### src/rtl/period_meter_pkg.sv
// Shared types and defaults for the period meter and its input conditioning.
package period_meter_pkg;

  localparam int unsigned DEF_CNT_WIDTH = 28;

  typedef enum logic [1:0] {
    ST_IDLE    = 2'd0,
    ST_ARMED   = 2'd1,
    ST_MEAS    = 2'd2,
    ST_TIMEOUT = 2'd3
  } state_e;

endpackage

### src/rtl/period_meter_sync_edge_detect.sv
// Two-flop synchronizer, one delay flop and a rising-edge pulse.
// Reusable for any slow asynchronous input (key lines, divided clocks).
module sync_edge_detect (
  input  logic clk_i,
  input  logic rst_i,
  input  logic async_i,
  output logic s_o,
  output logic rise_o
);

  logic       meta_q;
  logic       s_q;
  logic       s_dly_q;
  logic [2:0] fill_q;

  // Synchronize, delay, and track how far the pipeline has filled since reset.
  always_ff @(posedge clk_i or posedge rst_i) begin
    if (rst_i) begin
      meta_q  <= 1'b0;
      s_q     <= 1'b0;
      s_dly_q <= 1'b0;
      fill_q  <= '0;
    end else begin
      meta_q  <= async_i;
      s_q     <= meta_q;
      s_dly_q <= s_q;
      fill_q  <= {fill_q[1:0], 1'b1};
    end
  end

  // The flops clear to 0 on reset, so a line already high at release would
  // look like a 0->1 transition. Edges only count once s_dly_q holds a real
  // sample of the input, which keeps a constant-high input edge-free.
  assign s_o    = s_q;
  assign rise_o = s_q & ~s_dly_q & fill_q[2];

endmodule

### src/rtl/period_meter.sv
// Measures period and high time of a slow periodic input in clock cycles,
// with a per-period valid strobe, lock indication and loss-of-signal timeout.
module period_meter
  import period_meter_pkg::*;
#(
  parameter int unsigned          CNT_WIDTH  = DEF_CNT_WIDTH,
  parameter logic [CNT_WIDTH-1:0] TIMEOUT    = CNT_WIDTH'(50_000_000),
  parameter logic [CNT_WIDTH-1:0] MIN_PERIOD = CNT_WIDTH'(4)
) (
  input  logic                 clock_in,
  input  logic                 reset,
  input  logic                 sig_in,
  output logic [CNT_WIDTH-1:0] period_out,
  output logic [CNT_WIDTH-1:0] high_out,
  output logic                 period_valid,
  output logic                 locked,
  output logic                 timeout
);

  localparam logic [CNT_WIDTH-1:0] CNT_ONE = CNT_WIDTH'(1);
  localparam logic [CNT_WIDTH-1:0] CNT_MAX = '1;

  logic s;
  logic rise;

  state_e               state_q,  state_d;
  logic [CNT_WIDTH-1:0] cnt_q,    cnt_d;
  logic [CNT_WIDTH-1:0] hcnt_q,   hcnt_d;
  logic [CNT_WIDTH-1:0] period_q, period_d;
  logic [CNT_WIDTH-1:0] high_q,   high_d;
  logic                 valid_q,  valid_d;
  logic                 locked_q, locked_d;
  logic                 tmo_q,    tmo_d;
  logic                 accept;
  logic                 expired;

  sync_edge_detect u_sync (
    .clk_i   (clock_in),
    .rst_i   (reset),
    .async_i (sig_in),
    .s_o     (s),
    .rise_o  (rise)
  );

  // Edge qualification and timeout compare, both on the registered count.
  always_comb begin
    accept  = rise && ((state_q == ST_IDLE) || (state_q == ST_TIMEOUT) ||
                       (cnt_q >= MIN_PERIOD));
    expired = (cnt_q >= TIMEOUT);
  end

  // Period and high-time counters: restart at 1 on an accepted edge, else saturate upward.
  always_comb begin
    cnt_d  = cnt_q;
    hcnt_d = hcnt_q;
    if (accept) begin
      cnt_d  = CNT_ONE;
      hcnt_d = CNT_ONE;
    end else begin
      if (cnt_q != CNT_MAX) begin
        cnt_d = cnt_q + CNT_ONE;
      end
      if (s && (hcnt_q != CNT_MAX)) begin
        hcnt_d = hcnt_q + CNT_ONE;
      end
    end
  end

  // Next-state and output logic; an accepted edge takes priority over timeout.
  always_comb begin
    state_d  = state_q;
    period_d = period_q;
    high_d   = high_q;
    valid_d  = 1'b0;
    locked_d = locked_q;
    tmo_d    = tmo_q;
    unique case (state_q)
      ST_IDLE, ST_ARMED, ST_MEAS: begin
        if (accept) begin
          if (state_q == ST_IDLE) begin
            state_d = ST_ARMED;
          end else begin
            state_d  = ST_MEAS;
            period_d = cnt_q;
            high_d   = hcnt_q;
            valid_d  = 1'b1;
            locked_d = 1'b1;
          end
        end else if (expired) begin
          state_d  = ST_TIMEOUT;
          tmo_d    = 1'b1;
          locked_d = 1'b0;
          period_d = '0;
          high_d   = '0;
        end
      end
      ST_TIMEOUT: begin
        if (accept) begin
          state_d = ST_ARMED;
          tmo_d   = 1'b0;
        end
      end
      default: state_d = ST_IDLE;
    endcase
  end

  // State, counter and output registers.
  always_ff @(posedge clock_in or posedge reset) begin
    if (reset) begin
      state_q  <= ST_IDLE;
      cnt_q    <= '0;
      hcnt_q   <= '0;
      period_q <= '0;
      high_q   <= '0;
      valid_q  <= 1'b0;
      locked_q <= 1'b0;
      tmo_q    <= 1'b0;
    end else begin
      state_q  <= state_d;
      cnt_q    <= cnt_d;
      hcnt_q   <= hcnt_d;
      period_q <= period_d;
      high_q   <= high_d;
      valid_q  <= valid_d;
      locked_q <= locked_d;
      tmo_q    <= tmo_d;
    end
  end

  assign period_out   = period_q;
  assign high_out     = high_q;
  assign period_valid = valid_q;
  assign locked       = locked_q;
  assign timeout      = tmo_q;

endmodule

### config.mk
export PLATFORM = sky130hd
export DESIGN_NAME = period_meter
export DESIGN_NICKNAME = d
export VERILOG_FILES = /design/src/rtl/period_meter_pkg.sv /design/src/rtl/period_meter_sync_edge_detect.sv /design/src/rtl/period_meter.sv
export SDC_FILE = /design/constraint.sdc
export NUM_CORES = 1
export LEC_CHECK = 0
export CAP_MARGIN = 10
export CORE_MARGIN = 2
export CORE_UTILIZATION = 40
export CTS_BUF_LIST = sky130_fd_sc_hd__clkbuf_8
export DETAILED_ROUTE_END_ITERATION = 10
export GPL_ROUTABILITY_DRIVEN = 0
export PLACE_DENSITY_LB_ADDON = 0.05
export SYNTH_ARGS = -nofsm -noshare
export SYNTH_HDL_FRONTEND = slang
export SYNTH_SLANG_ARGS = --single-unit
### constraint.sdc
create_clock -name clock_in -period 4.8 [get_ports clock_in]
set_input_delay 1.2 -clock clock_in [delete_from_list [all_inputs] [get_ports clock_in]]
set_output_delay 1.2 -clock clock_in [all_outputs]
set_load 0.02 [all_outputs]
==> flow_summary.toml <==
[cells_and_area]
fillers = 1426
postLayoutCellArea_um2 = 7540
post_route_cells_drive_above_1_share_pct = 13.9
nNetsFinal = 638
seq_area_um2 = 3080
stdcell_count = 857
area_growth_pct = 18.9
antennaDiodeCount = 0
multi_input_area_um2 = 3030

[placement]
numPlacedInstances = 826
dp_hpwl_mm = 9.89
dpl_cell_area_um2 = 7130
port_buffers = 61

[timing]
fin_skew_ns = 0.0121
min_period_over_period_pct = 65.9
worst_pin_slew_ns = 0.992
setup_violations = 0
rsz0062_at_grt = "no"
min_period_ns = 3.16
tns_ns = 0
drv_slew = 0
slew_headroom_pct = 33.3
hold_violations = 0
fmax_ghz = 0.316

[synthesis]
synth_compound_area_share_pct = 27.0
synth_edf_count = 0
yosysTopAreaCell = "dfrtp_1"
synth.avg_cell_area_um2 = 10.9
synth_top_family_by_area = "compound AO/OA/AOI/OAI gates"
synth_nets = 591
synth_fa_ha_area_share_pct = 1.18
synth-xor-area-share_pct = 3.73
synth.distinct_cells = 50
ys_top_cells_by_area = "dfrtp_1 (49%), o2bb2ai_2 (9.5%), a22oi_1 (6.5%)"
synth_top_cell_area_share_pct = 48.5
synthArstFlopShare_pct = 100
ys.flop_type = "dfrtp_1"
synth-seq-area-share_pct = 48.5
synthSimpleGateAreaFrac_pct = 15.0
synthesis.area_um2 = 6350
yosysWarningCount = 0
ys_seq_elements = 123
muxShareOfSynthArea_pct = 0.315
synthCells = 582

[global_routing]
use_met3_pct = 4.14
grt_usage_pct = 19.4
grt.met1_usage_pct = 27.9
grt_overflow = 0
grt_pass1_vias = 4771
grt_max_degree = 76
grt_pass1_wl_mm = 25.3
gr-max-usage-layer = "met2"
antenna_found_initial = 0
grt_use_met2_pct = 28.6

[critical_path]
max_stage_delay_ns = 0.61
cpMostUsedCell = "or4_1"
crit_path_end_kind = "flip-flop"
arrival_ns = 3.55
cp_cell_sequence = "or4_1 > or4_4 > o21a_1 > buf_4 > or4_1 > nand2_1"
crit_buf_inv = 1
startpoint_type = "flip-flop"
crit_path_max_fanout = 40
crit_family = "simple AND/OR/NAND/NOR gates"
critPathKind = "flip-flop to flip-flop"
crit_slowest_cell = "or4_4"
worstPathRequired_ns = 5.19

[power_and_ir_drop]
ir_drop_v = 0.000240
power.leakage_uw = 0.00287
p_seq_share_pct = 41.9
pwr-share-comb_pct = 25.9
p_per_area_nw_per_um2 = 397
power_switching_uw = 1020
clock_power_share_pct = 32.3
swShare_pct = 34.0
p_int_uw = 1970

[die]
ios = 62
initial_core_util_pct = 40.4
die_x_um = 130
coreArea_um2 = 15700
rows = 46
dieHeight_um = 130
die_area_um2 = 16900

[hold_path]
hold_class = "flip-flop to flip-flop"

[routing]
first_pass_iters = 4
via_count = 4889
postRouteAntennaNets = 0
via_per_inst = 5.70
drc_errors = 0
routed_wl_mm = 15.2
wl_per_cell_um = 17.8
dr.first_iter.drc_count = 267

[clock_network]
holdBufCountCts = 0
cts_max_path_buffers = 2
ctsResizeCount = 0
cts.htree.levels = 4
numClockSinks = 123
cts_tree = "yes"
numCtsBuffers = 17
root_buffer = "clkbuf_8"
post_cts.repair.setup_buffers = 0
clk_latency_ns = 0.45
clkTransAtPathRegs_ns = 0.07

[status]
status = "finished, final reports clean"

[flow_run]
cap_violations = 0
[final timing paths]
kind	from	end	slack, ns	cells after the start
worst max-delay path	cnt_q[11]	hcnt_q[8]	1.64	6
worst min-delay path	u_sync.fill_q[0]	u_sync.fill_q[1]	0.35	0
worst max register to register	cnt_q[11]	hcnt_q[8]	1.64	6
worst min register to register	u_sync.fill_q[0]	u_sync.fill_q[1]	0.35	0
max in group asynchronous	reset	high_out[15]	2.61	3
min in group asynchronous	reset	cnt_q[18]	1.29	2
[layout by cell type (no fill, tap or decap), types with 2 or more instances in the layout]
cell             count
a211oi_1             8
a21o_1               2
a21oi_1             25
a22oi_1             55
and2_1               5
and3_1               8
and4_1              15
buf_4               13
bufinv_16            3
clkbuf_8            21
clkdlybuf4s50_1     61
clkinv_2             5
dfrtp_1            123
ha_1                 5
inv_1               13
mux2i_1              2
nand2_1             33
nand3_1             14
nand4_1             13
nor2_1              34
nor3_1              11
nor3b_1              3
nor4_1               4
o211ai_1             9
o21ai_0             10
o2bb2ai_1           16
o2bb2ai_2           40
o311ai_0             2
o31ai_1             14
o31ai_4              2
or3_1                6
or4_1               20
xnor2_1             19
xor2_1               8
[flip-flops by register name (all words and copies together), names as in the netlist]
signal,cells
u_sync.s_dly_q,1
period_out,28
period_valid,1
u_sync.s_o,1
high_out,28
u_sync.meta_q,1
locked,1
timeout,1
state_q,2
cnt_q,28
hcnt_q,28
u_sync.fill_q,3
[through the flow]
step           util [%]  total power, µW  hold slack, ns  setup slack (ns)
5_1_grt            48.0             3170           0.366              1.50
6_report           48.0             2990           0.349              1.64
3_5_place_dp       45.4             2050           0.336              1.65
2_1_floorplan         -             1770           0.331             0.329
4_1_cts            48.0             3030           0.352              1.62
3_3_place_gp       45.4             2040           0.333              1.69
[cell usage after synthesis, drive strengths merged (3+ instances only)]
cell type / n
and4: 15
a21oi: 25
a22oi: 55
xor2: 8
o31ai: 16
or4: 21
and3: 8
inv: 12
nand2: 33
ha: 6
and2: 5
nand4: 13
o21ai: 11
dfrtp: 123
nor3: 11
o2bb2ai: 56
nor4: 4
buf: 12
nor2: 35
xnor2: 19
o211ai: 9
or3: 6
nor3b: 3
a211oi: 8
clkbuf: 34
nand3: 14
[cells by family after synthesis]
group                    Yosys count
flip-flops                       123
other                              1
XOR/XNOR                          27
adder cells (fa/ha/maj)            6
AND/OR/NAND/NOR                  172
multiplexers                       2
buffers and inverters             58
AO/OA/AOI/OAI                    193
[power groups by stage]
stage / Sequential, µW / Clock (µW) / Combinational (µW)
3_5_place_dp: 1270 / 0 / 782
5_1_grt: 1270 / 1050 / 850
3_3_place_gp: 1270 / 0 / 772
6_report: 1250 / 966 / 774
4_1_cts: 1250 / 994 / 785
2_1_floorplan: 1290 / 0 / 477
[layout make-up]
type	count	area share [%]
clock inverters	10	1.63
flip-flops and latches	123	40.8
multi-input cells	401	40.1
well taps	216	3.58
repair buffers	74	9.39
inverters	12	0.630
clock buffers	21	3.83
[layer usage]
layer  up-vias  part of all wire, %
met3        19                  4.2
met5         -                    0
met2       108                   45
met4         0                  1.6
met1      2415                   50
li1       2347                    -
Note: power is estimated with default switching activity, not from simulation.
